`src/rtl/zircon_ps2_pkg.sv`:
```
// Shared constants for the PS/2 keyboard receiver: prefix codes, event word layout
// and the deserialiser state encoding.
package zircon_ps2_pkg;

    localparam logic [7:0] PS2_PREFIX_EXT = 8'hE0;
    localparam logic [7:0] PS2_PREFIX_BRK = 8'hF0;

    localparam int EV_EXT   = 9;
    localparam int EV_BRK   = 8;
    localparam int EV_WIDTH = 10;

    typedef enum logic [1:0] {
        ST_IDLE  = 2'd0,
        ST_SHIFT = 2'd1,
        ST_CHECK = 2'd2
    } rx_state_t;

    // Frame is {stop, parity, data[7:0], start}, start at bit 0.
    function automatic logic frame_ok(input logic [10:0] frame);
        return (frame[0] == 1'b0) && (frame[10] == 1'b1) && (^frame[9:1] == 1'b1);
    endfunction

endpackage

```
`src/rtl/zircon_ps2_sync_fifo.sv`:
```
// Single-clock first-word-fall-through FIFO with an exact fill count and a
// one-cycle pulse for every write dropped because the FIFO was full.
module zircon_ps2_sync_fifo #(
    parameter  int WIDTH = 10,
    parameter  int DEPTH = 16,
    localparam int AW    = $clog2(DEPTH),
    localparam int CW    = AW + 1
) (
    input  logic             clock,
    input  logic             reset,
    input  logic             wr_en,
    input  logic [WIDTH-1:0] wr_data,
    input  logic             rd_en,
    output logic [WIDTH-1:0] rd_data,
    output logic             empty,
    output logic [CW-1:0]    count,
    output logic             drop
);

    logic [WIDTH-1:0] mem [DEPTH];
    logic [AW-1:0]    wr_ptr;
    logic [AW-1:0]    rd_ptr;
    logic             full;
    logic             do_push;
    logic             do_pop;

    assign empty   = (count == '0);
    assign full    = (count == CW'(DEPTH));
    assign do_pop  = rd_en && !empty;
    // A full FIFO still accepts a write when a read frees a slot in the same cycle.
    assign do_push = wr_en && (!full || do_pop);
    assign drop    = wr_en && full && !do_pop;
    assign rd_data = mem[rd_ptr];

    always_ff @(posedge clock or negedge reset) begin
        if (!reset) begin
            for (int i = 0; i < DEPTH; i++) begin
                mem[i] <= '0;
            end
            wr_ptr <= '0;
            rd_ptr <= '0;
            count  <= '0;
        end else begin
            if (do_push) begin
                mem[wr_ptr] <= wr_data;
                wr_ptr      <= wr_ptr + 1'b1;
            end
            if (do_pop) begin
                rd_ptr <= rd_ptr + 1'b1;
            end
            count <= count + CW'(do_push) - CW'(do_pop);
        end
    end

endmodule

```
`src/rtl/zircon_avalon_ps2_keyboard_rx_fifo.sv`:
```
// PS/2 keyboard receiver: synchronises the pins, deserialises and checks frames,
// folds E0/F0 prefixes into one event word and queues events for the Avalon slave.
module zircon_avalon_ps2_keyboard_rx_fifo
    import zircon_ps2_pkg::*;
#(
    parameter  int CLK_FREQ_HZ = 48_000_000,
    parameter  int TIMEOUT_US  = 400,
    parameter  int FIFO_DEPTH  = 16,
    localparam int CW          = $clog2(FIFO_DEPTH) + 1
) (
    input  logic                clock,
    input  logic                reset,
    input  logic                ps2_clk_in,
    input  logic                ps2_data_in,
    input  logic                rd_en,
    output logic [EV_WIDTH-1:0] rd_data,
    output logic                empty,
    output logic [CW-1:0]       fill_count,
    output logic                interrupt,
    input  logic                err_clr,
    output logic                parity_err,
    output logic                overflow
);

    localparam int TO_LIMIT = (CLK_FREQ_HZ / 1_000_000) * TIMEOUT_US - 1;
    localparam int TW       = (TO_LIMIT > 1) ? $clog2(TO_LIMIT + 1) : 1;

    logic                clk_meta, clk_sync, clk_prev;
    logic                data_meta, data_sync;
    logic                clk_fall, clk_edge;
    rx_state_t           state, state_next;
    logic [10:0]         shift_reg;
    logic [3:0]          bit_cnt;
    logic [TW-1:0]       to_cnt;
    logic                timeout_hit;
    logic                frame_done;
    logic                good;
    logic [7:0]          code;
    logic                ext_pend, brk_pend;
    logic                push;
    logic [EV_WIDTH-1:0] push_data;
    logic                fifo_drop;

    // Synchronisers reset to the idle-high line level so reset release makes no false edge.
    always_ff @(posedge clock or negedge reset) begin
        if (!reset) begin
            clk_meta  <= 1'b1;
            clk_sync  <= 1'b1;
            clk_prev  <= 1'b1;
            data_meta <= 1'b1;
            data_sync <= 1'b1;
        end else begin
            clk_meta  <= ps2_clk_in;
            clk_sync  <= clk_meta;
            clk_prev  <= clk_sync;
            data_meta <= ps2_data_in;
            data_sync <= data_meta;
        end
    end

    assign clk_fall    = clk_prev && !clk_sync;
    assign clk_edge    = clk_prev ^ clk_sync;
    assign timeout_hit = (state == ST_SHIFT) && clk_sync && !clk_edge && (to_cnt == TW'(TO_LIMIT));

    always_ff @(posedge clock or negedge reset) begin
        if (!reset) begin
            state <= ST_IDLE;
        end else begin
            state <= state_next;
        end
    end

    always_comb begin
        state_next = state;
        frame_done = 1'b0;
        case (state)
            ST_IDLE:  if (clk_fall) state_next = ST_SHIFT;
            ST_SHIFT: begin
                if (timeout_hit) begin
                    state_next = ST_IDLE;
                end else if (clk_fall && bit_cnt == 4'd10) begin
                    state_next = ST_CHECK;
                end
            end
            ST_CHECK: begin
                frame_done = 1'b1;
                state_next = ST_IDLE;
            end
            default:  state_next = ST_IDLE;
        endcase
    end

    // Bits arrive LSB-first, so each new bit enters at the top and moves down.
    always_ff @(posedge clock or negedge reset) begin
        if (!reset) begin
            shift_reg <= '0;
            bit_cnt   <= '0;
            to_cnt    <= '0;
        end else begin
            if (state == ST_IDLE || clk_edge || !clk_sync || timeout_hit) begin
                to_cnt <= '0;
            end else begin
                to_cnt <= to_cnt + 1'b1;
            end
            if (timeout_hit) begin
                bit_cnt <= '0;
            end else if (clk_fall && state == ST_IDLE) begin
                shift_reg <= {data_sync, shift_reg[10:1]};
                bit_cnt   <= 4'd1;
            end else if (clk_fall && state == ST_SHIFT) begin
                shift_reg <= {data_sync, shift_reg[10:1]};
                bit_cnt   <= bit_cnt + 1'b1;
            end else if (state == ST_CHECK) begin
                bit_cnt <= '0;
            end
        end
    end

    assign good      = frame_ok(shift_reg);
    assign code      = shift_reg[8:1];
    assign push      = frame_done && good && (code != PS2_PREFIX_EXT) && (code != PS2_PREFIX_BRK);
    assign push_data = {ext_pend, brk_pend, code};

    // Prefix flags survive a timeout abort; only a completed frame consumes or clears them.
    always_ff @(posedge clock or negedge reset) begin
        if (!reset) begin
            ext_pend   <= 1'b0;
            brk_pend   <= 1'b0;
            parity_err <= 1'b0;
            overflow   <= 1'b0;
        end else begin
            if (frame_done) begin
                if (!good) begin
                    ext_pend <= 1'b0;
                    brk_pend <= 1'b0;
                end else if (code == PS2_PREFIX_EXT) begin
                    ext_pend <= 1'b1;
                end else if (code == PS2_PREFIX_BRK) begin
                    brk_pend <= 1'b1;
                end else begin
                    ext_pend <= 1'b0;
                    brk_pend <= 1'b0;
                end
            end
            if (frame_done && !good) begin
                parity_err <= 1'b1;
            end else if (err_clr) begin
                parity_err <= 1'b0;
            end
            if (fifo_drop) begin
                overflow <= 1'b1;
            end else if (err_clr) begin
                overflow <= 1'b0;
            end
        end
    end

    zircon_ps2_sync_fifo #(
        .WIDTH (EV_WIDTH),
        .DEPTH (FIFO_DEPTH)
    ) u_fifo (
        .clock   (clock),
        .reset   (reset),
        .wr_en   (push),
        .wr_data (push_data),
        .rd_en   (rd_en),
        .rd_data (rd_data),
        .empty   (empty),
        .count   (fill_count),
        .drop    (fifo_drop)
    );

    assign interrupt = !empty;

endmodule
```
`config.mk`:
```
export PLATFORM = sky130hd
export DESIGN_NAME = zircon_avalon_ps2_keyboard_rx_fifo
export DESIGN_NICKNAME = d
export VERILOG_FILES = /design/src/rtl/zircon_ps2_pkg.sv /design/src/rtl/zircon_ps2_sync_fifo.sv /design/src/rtl/zircon_avalon_ps2_keyboard_rx_fifo.sv
export SDC_FILE = /design/constraint.sdc
export NUM_CORES = 1
export LEC_CHECK = 0
export ABC_AREA = 1
export CAP_MARGIN = 20
export CORE_ASPECT_RATIO = 2
export CORE_UTILIZATION = 50
export CTS_BUF_LIST = sky130_fd_sc_hd__clkbuf_8
export DETAILED_ROUTE_END_ITERATION = 10
export HOLD_SLACK_MARGIN = 0.12
export PLACE_DENSITY = 0.76
export SYNTH_ARGS = -nofsm -noshare
export SYNTH_HDL_FRONTEND = slang
export SYNTH_SLANG_ARGS = --single-unit
```
`constraint.sdc`:
```
create_clock -name clock -period 4.4 [get_ports clock]
set_input_delay 0.88 -clock clock [delete_from_list [all_inputs] [get_ports clock]]
set_output_delay 0.88 -clock clock [all_outputs]
set_load 0.02 [all_outputs]
```
**Yosys cells after proc, flatten, opt, wreduce, memory -nomap -nowiden**

Cells that the tools add are included.

- Register bits: 214
- Input port bits: 6
- Output and inout port bits: 19

- $add $sub $neg: 6
- $lt $le $gt $ge: 3
- Equal/unequal tests: 13
- Multiplexer cells: 27
- Bitwise logic cells: 5
- Reductions and logical operators: 39

Operators by type and width:

| cell | count |
|---|---|
| $bwmux 160 | 1 |
| $bmux 10 s4 | 1 |
| $demux 10 s4 | 1 |
| $mux 10 | 3 |
| $mux 11 | 2 |
| $logic_and 1x1->1 | 18 |
| $eq 8x8->1 const B | 2 |
| $mux 4 | 4 |
| $ne 8x8->1 const B | 2 |
| $add 15x1->15 const B | 1 |
| $eq 15x15->1 const B | 1 |
| $mux 15 | 1 |
| $add 4x1->4 const B | 3 |
| $ge 5x5->1 const B | 2 |
| $mux 1 | 10 |
| $not 4->5 | 2 |
| $reduce_xor 9->1 | 1 |
| $reduce_and 2->1 | 4 |
| $logic_not 1->1 | 6 |
| $mux 2 | 3 |
| $ne 3x3->1 const B | 2 |
| $reduce_bool 2->1 | 3 |
| $add 5x1->5 | 1 |
| $eq 5x5->1 const B | 1 |
| 13 further kinds | 18 |

**Depth between registers and ports, before layout**

Gate-level depths: netlist (run 1).

- Word-level depth: 9
- Gate-level depth with buffers: 20

**By module**

From an unflattened synthesis (run 1), not the netlist that was laid out.

- Cell total of the unflattened synthesis: 1376
- Area total of the unflattened synthesis: 11035.6 sq um

By module, submodules not included:

| module | instances | cells each | area each (sq um) |
|---|---|---|---|
| zircon_ps2_sync_fifo | 1 | 1129 | 8831.0 |
| zircon_avalon_ps2_keyboard_rx_fifo | 1 | 247 | 2204.6 |

**Worst setup path after synthesis (run 1)**

Ideal clock, no wire load.

- Path type: register -> register
- From: register u_fifo.count[3]
- To: register u_fifo.count[4]
- Library setup time: 79 ps
- Data arrival time: 2823 ps
- Required time: 4321 ps
- Path slack: 1498 ps
- Stages on the path, launching flop included: 16
- Path buffers: 0
- Period minus slack after synthesis: 2902 ps
- Cell sequence: dfrtp_1 -> inv_1 -> ha_1 -> nand3_1 -> nor2_1 -> inv_1 -> nand2_1 -> inv_1 -> ha_1 -> inv_1 -> ha_1 -> fa_1 -> a21oi_1 -> nor2_1 -> nor2_1 -> xor2_1

- Cells in the longest elaborated chain, start to end: 7
- Elaborated cells on any way between the ends: 9

Ends and longest elaborated chain:

| element | RTL line | text |
|---|---|---|
| start: declaration | zircon_ps2_sync_fifo.sv:16 | `output logic [CW-1:0] count,` |
| start signal: assignment | zircon_ps2_sync_fifo.sv:51 | `count <= count + CW'(do_push) - CW'(do_pop);` |
| $logic_not 5->1 * | zircon_ps2_sync_fifo.sv:27 | `assign empty = (count == '0);` |
| named net empty | zircon_avalon_ps2_keyboard_rx_fifo.sv:17 | `output logic empty,` |
| $logic_not 1->1 * | n/a |  |
| named net interrupt | zircon_avalon_ps2_keyboard_rx_fifo.sv:19 | `output logic interrupt,` |
| $logic_and 1x1->1 * | zircon_ps2_sync_fifo.sv:29 | `assign do_pop = rd_en && !empty;` |
| named net u_fifo.do_pop | zircon_ps2_sync_fifo.sv:25 | `logic do_pop;` |
| $logic_or 1x1->1 | zircon_ps2_sync_fifo.sv:31 | `assign do_push = wr_en && (!full \|\| do_pop);` |
| $logic_and 1x1->1 | zircon_ps2_sync_fifo.sv:31 |  |
| $add 5x1->5 | zircon_ps2_sync_fifo.sv:51 |  |
| $sub 5x1->5 * | zircon_ps2_sync_fifo.sv:51 |  |

The timed path passes the listed nets; every way through them passes the cells marked *.
A chain may end at the register's enable or synchronous reset.

**Final worst setup path (run 1)**

- From: register u_fifo.rd_ptr[1]
- To: output rd_data[7]

- Cells in the longest elaborated chain, start to end: 4

Ends and longest elaborated chain:

| element | RTL line | text |
|---|---|---|
| start: declaration | zircon_ps2_sync_fifo.sv:22 | `logic [AW-1:0] rd_ptr;` |
| start signal: assignment | zircon_ps2_sync_fifo.sv:49 | `rd_ptr <= rd_ptr + 1'b1;` |
| $not 4->5 (not written as such) | zircon_ps2_sync_fifo.sv:33 | `assign rd_data = mem[rd_ptr];` |
| $bmux 10 s4 | zircon_ps2_sync_fifo.sv:33 |  |
| $mux 10 (not written as such) (2 in a row) | zircon_ps2_sync_fifo.sv:33 |  |
| end: declaration | zircon_avalon_ps2_keyboard_rx_fifo.sv:16 | `output logic [EV_WIDTH-1:0] rd_data,` |

Every way passes these cells. The select of a mux whose other input is x is not followed.

==> results.json, run 1 <==
{
  "cts_setup_buffers": 0,
  "initial_utilization": 0.512,
  "tightest_slew_ns": 1.10,
  "dr.pass1.iters": 5,
  "rows": 76,
  "hpwl_mm": 20.0,
  "irDropWorstVdd_v": 0.000442,
  "synth_cell_types": 39,
  "p_per_area_nw_per_um2": 534,
  "hold_buffers": 0,
  "cts_sinks": 214,
  "hold_viol_final": 0,
  "vias": 9432,
  "post-route-period-util": 0.879,
  "avgSynthCellArea_um2": 8.61,
  "worstSetupEndpointType": "output pin",
  "criticalPathCategory": "reg -> out",
  "syn-cell-area_um2": 11100,
  "hold-worst-slack_ns": 0.355,
  "area_growth_pct": 7.98,
  "nNetsFinal": 1289,
  "p_leak_nw": 5.99,
  "placed_cells": 1502,
  "h-tree-depth": 1,
  "die_area_um2": 22800,
  "via_per_inst": 6.06,
  "syn-num-nets": 1316,
  "ys_warn_count": 0,
  "clk_path_buf_depth": 3,
  "cts_tree": "built",
  "cts_resized": 0,
  "die_y_um": 213,
  "finClkSkew_ns": 0.0319,
  "cp.required_ns": 3.52,
  "place.gp.congestion": 0.858,
  "core_area_um2": 21700,
  "fin_tns_setup_ns": 0,
  "clkLatencyLatePin_ns": 0.59,
  "period_needed_ns": 3.87,
  "die_x_um": 107,
  "crit_buf_inv": 2,
  "grt_max_degree": 178,
  "grt_usage": 0.280,
  "mostFrequentLayoutCells": "391 x nand2_1, 207 x dfrtp_1, 168 x nand4_1",
  "drc": 0,
  "synth_top_area_frac": 0.471,
  "routedWlPerCell_um": 19.7,
  "startpoint_type": "register",
  "drt-initial-drc-count": 914,
  "diodes": 0,
  "status": "finished, final reports clean",
  "max-slew-margin-rel": 0.269,
  "syn_inst": 1289,
  "grt_overflow": 0,
  "setup_viol": 0,
  "routed_wl_mm": 30.7,
  "numCtsBuffers": 31,
  "min_path_type": "reg -> reg",
  "crit_path_max_incr_delay_ns": 0.85,
  "final_common_cell": "nand2_1",
  "ys_seq_area_frac": 0.483,
  "yosys.area.top_type": "dfrtp_1",
  "io_buffers": 24,
  "fmax_ghz": 0.259,
  "synth-main-ff-cell": "dfrtp_1",
  "first_global_vias": 9223,
  "drive_gt1_frac": 0.0763,
  "antenna_found_initial": 0,
  "drtAntennaViolNets": 0,
  "cp_max_fo": 46,
  "synth_seq_cells": 214,
  "slew_viol_final": 0,
  "crit_chain": "buf_4 > o21ai_0 > o221ai_1 > nand3_1 > nand2_1 > clkdlybuf4s50_1",
  "crit_family": "buffers and inverters",
  "cap_violations": 0,
  "grt_pass1_wl_mm": 49.3,
  "critPathArrivalTime_ns": 2.99,
  "ios": 25,
  "async_flop_share": 1.00,
  "worst_path_max_delay_cell": "dfrtp_2",
  "final_cells": 1557,
  "largest_reg_flops": 160,
  "fin_util": 0.553,
  "synth_edf_count": 0,
  "yosys-top-cells-area": "dfrtp_1 47%, nand2_1 13%, nand4_1 9.5%",
  "rsz0062_at_grt": "false",
  "clockRootBuffer": "clkbuf_8",
  "clk_pin_slew_ns": 0.07
}
## synthesized netlist by cell type (6+ instances only)
| library cell | count |
|---|---|
| nand3_4 | 16 |
| buf_6 | 12 |
| nand3_1 | 26 |
| buf_1 | 13 |
| inv_1 | 55 |
| dfrtp_1 | 209 |
| o21ai_1 | 6 |
| nand2_1 | 391 |
| a21oi_1 | 10 |
| clkbuf_1 | 63 |
| ha_1 | 20 |
| nand4_1 | 168 |
| nor3_1 | 11 |
| mux2i_1 | 32 |
| o21ai_0 | 52 |
| nor2_1 | 100 |
| o221ai_1 | 32 |
| o22ai_1 | 6 |
| xor2_1 | 12 |
| buf_2 | 15 |
## path summary, 6_finish.rpt
kind                                         startpoint                         end  slack, ns  cells after the start
setup / recovery           u_fifo.rd_ptr[1]$_DFFE_PN0P_                  rd_data[7]       0.53                      6
hold / removal                       clk_meta$_DFF_PN1_          clk_sync$_DFF_PN1_       0.35                      0
setup reg to reg               shift_reg[5]$_DFFE_PN0P_  u_fifo.mem[48]$_DFFE_PN0P_       1.24                     16
hold reg to reg                      clk_meta$_DFF_PN1_          clk_sync$_DFF_PN1_       0.35                      0
max in group asynchronous                         reset        to_cnt[10]$_DFF_PN0_       3.06                      2
min in group asynchronous                         reset   u_fifo.count[0]$_DFF_PN0_       0.39                      1
## where the power goes
part / switching, mW / internal (mW)
combinational: 1.66 / 0.814
clock: 0.771 / 0.865
sequential: 0.174 / 2.11
total: 2.61 / 3.79
## per-stage QoR
stage                     power, mW  worst slack [ns]  instance area (um^2)
after detailed placement       4.75              1.16                 11300
final                          6.40             0.534                 12000
after global placement         4.70              1.14                 11300
after CTS                      6.38             0.582                 12000
after global routing           6.74             0.439                 12000
after floorplan                3.87              1.50                 11100
## final cells by class
type / count / area [um^2]
Clock buffer: 40 / 551
Tap cell: 273 / 342
Sequential cell: 214 / 5360
Inverter: 56 / 215
Fill cell: 1989 / 9700
Multi-Input combinational cell: 913 / 4980
Clock inverter: 15 / 83.8
Timing Repair Buffer: 46 / 448
## layer usage
metal / vias to the layer above / part of all wire / GRT usage
li1: 4373 / - / -
met1: 4539 / 0.35 / 0.317
met2: 379 / 0.50 / 0.471
met3: 141 / 0.057 / 0.0345
met4: 0 / 0.087 / 0.225
met5: - / 0 / 0
## kinds of logic (layout without fill, tap and decap cells)
| group | after synthesis | count (layout) | synth area share |
|---|---|---|---|
| XOR/XNOR | 15 | 15 | 0.0118 |
| AND/OR/NAND/NOR | 729 | 729 | 0.317 |
| buffers and inverters | 162 | 157 | 0.0681 |
| AO/OA/AOI/OAI | 116 | 116 | 0.0665 |
| flip-flops | 214 | 214 | 0.483 |
| adder cells (fa/ha/maj) | 21 | 21 | 0.0244 |
| multiplexers | 32 | 32 | 0.0289 |
## worst register-to-register path, stage by stage (launching register included)
cell	delay [ns]
dfrtp_1	0.32
buf_4	0.29
inv_1	0.13
ha_1	0.32
inv_1	0.06
nand2_1	0.05
nand2_1	0.06
nand2_1	0.07
nand2_1	0.06
nand2_1	0.06
nand2_2	0.09
nand4_4	0.12
nor2_8	0.18
buf_4	0.69
nand3_4	0.35
nand2_1	0.15
nand2_1	0.05
Power figures use the tool's default switching activity.
==> run 2: changes to the inputs <==
--- a/config.mk
+++ b/config.mk
@@ -5,14 +5,13 @@
 export SDC_FILE = /design/constraint.sdc
 export NUM_CORES = 1
 export LEC_CHECK = 0
-export ABC_AREA = 1
 export CAP_MARGIN = 20
 export CORE_ASPECT_RATIO = 2
 export CORE_UTILIZATION = 50
 export CTS_BUF_LIST = sky130_fd_sc_hd__clkbuf_8
 export DETAILED_ROUTE_END_ITERATION = 10
 export HOLD_SLACK_MARGIN = 0.12
-export PLACE_DENSITY = 0.76
+export PLACE_DENSITY = 0.77
 export SYNTH_ARGS = -nofsm -noshare
 export SYNTH_HDL_FRONTEND = slang
 export SYNTH_SLANG_ARGS = --single-unit
==> results.json, run 2 <==
{
  "status": "finished, final reports clean",
  "area_growth_pct": 10.8,
  "cts_resized": 0,
  "synth_top_area_frac": 0.508,
  "synth-main-ff-cell": "dfrtp_1",
  "largest_reg_flops": 160,
  "synth_cell_types": 49,
  "io_buffers": 24,
  "tightest_slew_ns": 1.01,
  "via_per_inst": 5.86,
  "rows": 74,
  "p_leak_nw": 5.39,
  "irDropWorstVdd_v": 0.000551,
  "crit_chain": "buf_4 > mux4_2 > mux4_2 > clkdlybuf4s50_1",
  "min_path_type": "reg -> reg",
  "cts_setup_buffers": 0,
  "first_global_vias": 6586,
  "cap_violations": 0,
  "syn_inst": 685,
  "drc": 0,
  "initial_utilization": 0.508,
  "synthTopCellsByCount": "209 x dfrtp_1, 124 x mux2_2, 50 x mux4_2",
  "rsz0062_at_grt": "false",
  "criticalPathCategory": "reg -> out",
  "final_common_cell": "dfrtp_1",
  "nNetsFinal": 742,
  "drt-initial-drc-count": 235,
  "post-route-period-util": 0.907,
  "ys_warn_count": 0,
  "async_flop_share": 1.00,
  "cp.required_ns": 3.52,
  "swShare": 0.364,
  "clkLatencyLatePin_ns": 0.57,
  "mostFrequentLayoutCells": "208 x dfrtp_1, 124 x mux2_2, 50 x mux4_2",
  "fin_tns_setup_ns": 0,
  "die_y_um": 205,
  "cts_tree": "built",
  "die_area_um2": 21200,
  "hold_depth": 0,
  "grt_usage": 0.219,
  "clk_pin_slew_ns": 0.06,
  "vias": 5867,
  "cts_sinks": 214,
  "max-slew-margin-rel": 0.326,
  "p_per_area_nw_per_um2": 484,
  "grt_pass1_wl_mm": 35.6,
  "ios": 25,
  "dr.pass1.iters": 4,
  "hpwl_mm": 14.3,
  "fill_cells": 1536,
  "yosys.area.top_type": "dfrtp_1",
  "core_area_um2": 20300,
  "avgSynthCellArea_um2": 15.0,
  "worstSetupEndpointType": "output pin",
  "multi_input_area_um2": 4650,
  "syn-num-nets": 712,
  "routedWlPerCell_um": 21.9,
  "grt_max_degree": 121,
  "yosysMostFrequentCell": "dfrtp_1",
  "period_needed_ns": 3.99,
  "clk_path_buf_depth": 3,
  "hold_buffers": 0,
  "stdcell_area_um2": 11400,
  "dpl_cell_area_um2": 10800,
  "antenna_found_initial": 0,
  "drive_gt1_frac": 0.405,
  "worst_path_max_delay_cell": "mux4_2",
  "pwr-share-comb": 0.287,
  "synth_seq_cells": 214,
  "routed_wl_mm": 22.0,
  "p_int_mw": 3.51,
  "setup_viol": 0,
  "hold_viol_final": 0,
  "grt_overflow": 0,
  "numCtsBuffers": 29,
  "crit_path_frequent_cell": "mux4_2",
  "diodes": 0,
  "switchingPower_mw": 2.01,
  "die_x_um": 104,
  "fmax_ghz": 0.250,
  "syn-cell-area_um2": 10300,
  "p_clk_frac": 0.275,
  "startpoint_type": "register",
  "ff2ff_path_depth": 12,
  "critPathArrivalTime_ns": 3.11,
  "yosys-top-cells-area": "dfrtp_1 51%, mux2_2 14%, mux4_2 11%",
  "synth-xor-area-share": 0.0234,
  "register_area_um2": 5360,
  "synth_edf_count": 0,
  "synth_adder_area_share": 0.0262,
  "cp_max_fo": 28,
  "place.gp.congestion": 0.781,
  "synth_top_family_by_area": "multiplexers",
  "pwr-share-seq": 0.438,
  "synthSimpleGateAreaFrac": 0.0703,
  "slew_viol_final": 0,
  "ys_seq_area_frac": 0.520,
  "drtAntennaViolNets": 0,
  "clockRootBuffer": "clkbuf_8",
  "crit_path_max_incr_delay_ns": 0.58,
  "muxShareOfSynthArea": 0.313,
  "h-tree-depth": 1,
  "synth_compound_area_frac": 0.0161,
  "finClkSkew_ns": 0.0374
}
-- run 2: cell types whose count changed in the layout (fill, tap and decap cells not counted), sizes merged, moves of 8 or more --
cell / previous run / this run
inv: 69 / 33
mux2: 0 / 169
mux2i: 32 / 5
mux4: 0 / 50
nand2: 393 / 14
nand3: 43 / 13
nand4: 169 / 7
nor2: 101 / 24
nor3: 14 / 6
nor4: 2 / 13
o21ai: 58 / 4
o221ai: 32 / 0
or4: 0 / 8
xnor2: 3 / 16
-- run 2: layout make-up --
class	count	area share
Tap cell	266	0.0292
Clock inverter	17	0.00866
Timing Repair Buffer	42	0.0354
Inverter	24	0.00789
Clock buffer	35	0.0422
Multi-Input combinational cell	404	0.407
Sequential cell	214	0.470
-- run 2: through the flow --
stage / hold WS, ns / instances / total power [mW] / setup slack, ns / util
floorplan: 0.345 / 685 / 3.62 / 1.15 / -
global placement: 0.348 / 950 / 3.96 / 0.860 / 0.534
detailed placement: 0.348 / 950 / 4.04 / 0.773 / 0.534
CTS: 0.358 / 1002 / 5.57 / 0.330 / 0.563
global route: 0.359 / 1002 / 5.79 / 0.273 / 0.563
finish: 0.356 / 1002 / 5.52 / 0.408 / 0.563
-- run 2: logic make-up after synthesis --
family / after synthesis
muxes: 224
DFF: 214
and+or+nand+nor: 109
buffers and inverters: 67
xor gates and xnor gates: 26
AOI/OAI and AO/OA: 24
adders and majority gates: 21
-- run 2: layer usage --
layer  vias to the layer above  share of wire  GRT usage
li1                       2564              -          -
met1                      3123           0.38      0.245
met2                       127           0.55      0.410
met3                        53          0.030     0.0251
met4                         0          0.042      0.103
met5                         -              0          0
-- run 2: worst paths after layout --
check | start | endpoint | slack [ns]
worst max-delay path | u_fifo.rd_ptr[0]$_DFFE_PN0P_ | rd_data[5] | 0.41
worst min-delay path | clk_meta$_DFF_PN1_ | clk_sync$_DFF_PN1_ | 0.36
worst max register to register | shift_reg[5]$_DFFE_PN0P_ | u_fifo.count[4]$_DFF_PN0_ | 0.76
worst min register to register | clk_meta$_DFF_PN1_ | clk_sync$_DFF_PN1_ | 0.36
max in group asynchronous | reset | shift_reg[5]$_DFFE_PN0P_ | 2.94
min in group asynchronous | reset | u_fifo.mem[110]$_DFFE_PN0P_ | 0.42
-- run 2: power groups by stage --
stage                     sequential (mW)  combinational, mW  clock [mW]
after floorplan                      2.26               1.36           0
after detailed placement             2.45               1.58           0
after global routing                 2.45               1.71        1.63
after CTS                            2.42               1.59        1.56
final                                2.42               1.59        1.52
after global placement               2.44               1.52           0
-- run 2: critical path: cells and delay by family, from the launching register on --
kind / cells / cell delay, ns
muxes: 2 / 1.12
buffers and inverters: 2 / 1.06
DFF: 1 / 0.35
==> run 3: changes to the inputs <==
--- a/config.mk
+++ b/config.mk
@@ -14,4 +14,5 @@
 export PLACE_DENSITY = 0.77
 export SYNTH_ARGS = -nofsm -noshare
 export SYNTH_HDL_FRONTEND = slang
+export SYNTH_HIERARCHICAL = 1
 export SYNTH_SLANG_ARGS = --single-unit
==> constraint.sdc (replaced) <==
create_clock -name clock -period 4.1 [get_ports clock]
set_input_delay 0.82 -clock clock [delete_from_list [all_inputs] [get_ports clock]]
set_output_delay 0.82 -clock clock [all_outputs]
set_load 0.02 [all_outputs]
==> results.json, run 3 <==
{
  "startpoint_type": "register",
  "io_buffers": 24,
  "grt_usage": 0.237,
  "slew_viol_final": 0,
  "die_x_um": 103,
  "nNetsFinal": 796,
  "fmax_ghz": 0.246,
  "reg2reg_from": "shift_reg[3]$_DFFE_PN0P_",
  "core_area_um2": 20000,
  "avgSynthCellArea_um2": 14.0,
  "cap_violations": 0,
  "cts_sinks": 214,
  "ios": 25,
  "drc": 0,
  "dr.max_layer_used": "met4",
  "diodes": 0,
  "async_flop_share": 1.00,
  "drive_gt1_frac": 0.351,
  "irDropWorstVdd_v": 0.000354,
  "clk_path_buf_depth": 3,
  "status": "finished, final reports clean",
  "routed_wl_mm": 23.2,
  "r2r-end": "u_fifo/count[4]$_DFF_PN0_",
  "yosys.area.top_type": "dfrtp_1",
  "min_path_type": "in -> async",
  "cp_max_fo": 18,
  "cp.required_ns": 3.28,
  "numCtsBuffers": 30,
  "criticalPathCategory": "reg -> out",
  "r2r_setup_slack_ns": 0.38,
  "area_growth_pct": 11.6,
  "syn-num-nets": 762,
  "yosys-top-cells-area": "dfrtp_1 51%, mux2_2 17%, mux2i_1 4.4%",
  "fin_tns_setup_ns": 0,
  "vias": 6245,
  "hold_buffers": 0,
  "fill_cells": 1561,
  "clk_pin_slew_ns": 0.06,
  "grt_pass1_wl_mm": 37.2,
  "h-tree-depth": 1,
  "finClkSkew_ns": 0.0288,
  "drt-initial-drc-count": 260,
  "synth_cell_types": 64,
  "final_common_cell": "dfrtp_1",
  "synthTopCellsByCount": "209 x dfrtp_1, 155 x mux2_2, 45 x mux2i_1",
  "period_needed_ns": 4.07,
  "dr_wl_met2_mm": 12.9,
  "clockRootBuffer": "clkbuf_8",
  "routedWlPerCell_um": 22.0,
  "dpl_cell_area_um2": 10800,
  "drtAntennaViolNets": 0,
  "syn-cell-area_um2": 10300,
  "syn_inst": 735,
  "tightest_slew_ns": 0.807,
  "p_per_area_nw_per_um2": 540,
  "die_y_um": 205,
  "synth_top_area_frac": 0.508,
  "synth-main-ff-cell": "dfrtp_1",
  "post-route-period-util": 0.993,
  "synth_seq_cells": 214,
  "cts_tree": "built",
  "grt_max_degree": 99,
  "rows": 73,
  "largest_reg_flops": 160,
  "clkLatencyLatePin_ns": 0.59,
  "synth_edf_count": 0,
  "critPathArrivalTime_ns": 3.25,
  "hold_viol_final": 0,
  "p_total_mw": 6.21,
  "stdcell_area_um2": 11500,
  "ff2ff_path_depth": 17,
  "ys_warn_count": 6,
  "mostFrequentLayoutCells": "208 x dfrtp_1, 155 x mux2_2, 45 x mux2i_1",
  "dr.pass1.iters": 6,
  "worstSetupEndpointType": "output pin",
  "die_area_um2": 21200,
  "via_per_inst": 5.93,
  "antenna_found_initial": 0,
  "first_global_vias": 6996,
  "place.gp.congestion": 0.781,
  "hpwl_mm": 15.7,
  "ys_seq_area_frac": 0.520,
  "initial_utilization": 0.515,
  "wl_met1_mm": 8.02,
  "p_leak_nw": 5.59,
  "yosysMostFrequentCell": "dfrtp_1",
  "setup_viol": 0,
  "rsz0062_at_grt": "false",
  "grt_overflow": 0,
  "dr_wl_met3_um": 797,
  "max-slew-margin-rel": 0.462
}
-- run 3: cell types whose count changed after synthesis, sizes merged, moves of 6 or more --
cell | before | now
nand2 | 14 | 20
o21ai | 4 | 15
inv | 24 | 32
mux4 | 50 | 20
mux2i | 5 | 45
nand3 | 13 | 23
a221oi | 0 | 20
nor4 | 13 | 3
a22oi | 0 | 10
or4 | 8 | 0
-- run 3: through the flow --
stage	std cells	setup slack [ns]	hold WS (ns)	utilization
6_report	1054	0.0299	0.339	0.574
5_1_grt	1054	0.0156	0.356	0.574
4_1_cts	1053	0.0197	0.346	0.573
3_5_place_dp	998	0.359	0.347	0.540
3_3_place_gp	998	0.510	0.347	0.540
2_1_floorplan	735	0.606	0.345	-
-- run 3: worst max path at each step --
stage                           endpoint  depth (start not counted)                          from  slack [ns]
5_1_grt                       rd_data[2]                          6  u_fifo/rd_ptr[2]$_DFFE_PN0P_        0.02
4_1_cts                       rd_data[4]                          6  u_fifo/rd_ptr[0]$_DFFE_PN0P_        0.02
3_5_place_dp   u_fifo/count[4]$_DFF_PN0_                         17      shift_reg[3]$_DFFE_PN0P_        0.36
6_report                      rd_data[6]                          6  u_fifo/rd_ptr[2]$_DFFE_PN0P_        0.03
2_1_floorplan  u_fifo/count[4]$_DFF_PN0_                         18      shift_reg[5]$_DFFE_PN0P_        0.61
3_3_place_gp   u_fifo/count[4]$_DFF_PN0_                         17      shift_reg[3]$_DFFE_PN0P_        0.51
-- run 3: power by group --
part | switching, mW | internal, mW
clock network | 0.793 | 0.989
logic | 1.02 | 0.844
registers | 0.323 | 2.24
total | 2.14 | 4.07
-- run 3: kinds of logic (layout without fill, tap and decap cells) --
| group | Yosys count | count (layout) | synth area share |
|---|---|---|---|
| simple gates | 107 | 107 | 0.0757 |
| mux | 233 | 233 | 0.273 |
| fa+ha+maj | 21 | 21 | 0.0262 |
| compound gates | 65 | 65 | 0.0482 |
| xor+xnor | 26 | 26 | 0.0242 |
| buf+inv | 69 | 126 | 0.0319 |
| flops | 214 | 214 | 0.520 |
-- run 3: timing repair --
action / 4_1_cts / 5_1_grt
endpoints found under the setup margin: 0 / 5
setup buffers: 0 / 1
gates resized for setup: 0 / 1
-- run 3: per-layer routing --
metal / global-route usage / vias up
met1: 0.249 / 3238
met4: 0.145 / 0
met3: 0.0300 / 79
met2: 0.434 / 171
li1: - / 2757
met5: 0 / -
-- run 3: layout make-up --
type / count / area [um^2] / share of cell area
Clock buffer: 43 / 592 / 0.0515
Clock inverter: 12 / 78.8 / 0.00686
Inverter: 33 / 124 / 0.0108
Multi-Input combinational cell: 452 / 4620 / 0.402
Sequential cell: 214 / 5370 / 0.467
Tap cell: 262 / 328 / 0.0285
Timing Repair Buffer: 38 / 387 / 0.0336
-- run 3: worst max-delay path, stage by stage, from the launching register on --
cell,delay [ns]
dfrtp_1,0.64
and2_1,0.36
buf_4,0.24
a221oi_1,0.55
o21ai_0,0.15
nand2_1,0.12
clkdlybuf4s50_1,0.61
==> patch (flow settings as in run 2) <==
`CLK_FREQ_HZ`: 48_000_000 -> 24_000_000.
--- a/src/rtl/zircon_avalon_ps2_keyboard_rx_fifo.sv
+++ b/src/rtl/zircon_avalon_ps2_keyboard_rx_fifo.sv
@@ -3,7 +3,7 @@
 module zircon_avalon_ps2_keyboard_rx_fifo
     import zircon_ps2_pkg::*;
 #(
-    parameter  int CLK_FREQ_HZ = 48_000_000,
+    parameter  int CLK_FREQ_HZ = 24_000_000,
     parameter  int TIMEOUT_US  = 400,
     parameter  int FIFO_DEPTH  = 16,
     localparam int CW          = $clog2(FIFO_DEPTH) + 1
Formal check against the unedited RTL: same outputs for any inputs over 10 cycles, from zero or initial values and one cycle with reset low; that may be too few to reach the edited logic, so the function may still have changed.
==> patch against run 2 <==
Routed wire length is 0.59% higher; clock skew fell by 0.021 ns; largest cell class unchanged; power grew 6.5%; first-iteration DRC count rose by 6.4%; critical endpoint is now rd_data[9]; combinational power increased by 6%; worst setup slack better by 0.017 ns; synthesized area down 0.79%; via count is 1.1% higher; sequential cell count down 1; clock power increased by 17%; design area is 0.20% higher.
==> patch: results (changes against run 2) <==
Cells and area
  • Final clock-cell share: 6.25% (+1.2 points)
  • Final cell count without fillers: 998 (-0.40%)
  • Fraction of area in multi-input gates: 40.1% (-0.61 points)
  • Non-clock inverters: 27 (+13%)
  • Final Net Count: 740 (-0.27%)
  • # clk buffers: 39 (+11%)

Synthesis
  • Post-synth net total: 714 (+0.28%)
  • Syn Area/Cell: 14.9 µm² (-1.1%)
  • Synth cell count leaders: dfrtp_1 (208), mux2_2 (165), mux4_2 (50)

Place
  • Setup slack at placement: 0.965 ns (+0.192 ns)
  • Post-DP HPWL: 14500 µm (+1.5%)
  • Post-Place Cells: 942 (-0.84%)
  • Placed Instance Area: 10700 µm² (-1.3%)
  • Final weighted congestion in routability-driven placement: 0.795 (+1.9%)

Worst setup path
  • R2R Setup Slk: 0.92 ns (+0.16 ns)
  • Crit Path Max Fanout: 25 (-11%)
  • Crit. Startpoint: u_fifo.rd_ptr[0]

Outcome
  • Status: completed

Floorplanning
  • Full die area: 21100 µm² (-0.78%)

Global routing
  • GRT Util Overall: 22.6% (+0.71 points)

Power
  • Clock group: 1.78 mW (+17%)
  • Switch Pwr: 2.10 mW (+4.6%)
  • Comb power: 1.68 mW (+6%)

Routing
  • Met2 WL: 12400 µm (+3.2%)

CTS
  • Clk sinks: 213 (-0.47%)
[patch: worst max-delay path by stage]
stage                            endpoint  slack, ns  cells after the start
after floorplan           u_fifo.count[4]       1.30                     15
after global placement         rd_data[9]       1.00                      4
after detailed placement  u_fifo.mem[153]       0.97                      7
after CTS                      rd_data[9]       0.37                      4
after global routing           rd_data[9]       0.29                      4
final                          rd_data[9]       0.42                      4
[patch: worst max-delay path, stage by stage (launching register included)]
cell	delay (ns)
dfrtp_2	0.57
buf_12	0.29
mux4_2	0.57
mux4_2	0.52
clkdlybuf4s50_1	0.56
[patch: cells by family (layout without fill, tap and decap cells)]
logic type	Yosys count	in the layout	share of synthesized area, %
xor gates and xnor gates	24	24	2.26
buffers and inverters	68	117	3.06
AOI/OAI and AO/OA	28	28	1.73
adders and majority gates	21	21	2.64
and+or+nand+nor	109	109	7.99
muxes	224	224	30.1
DFF	213	213	52.2
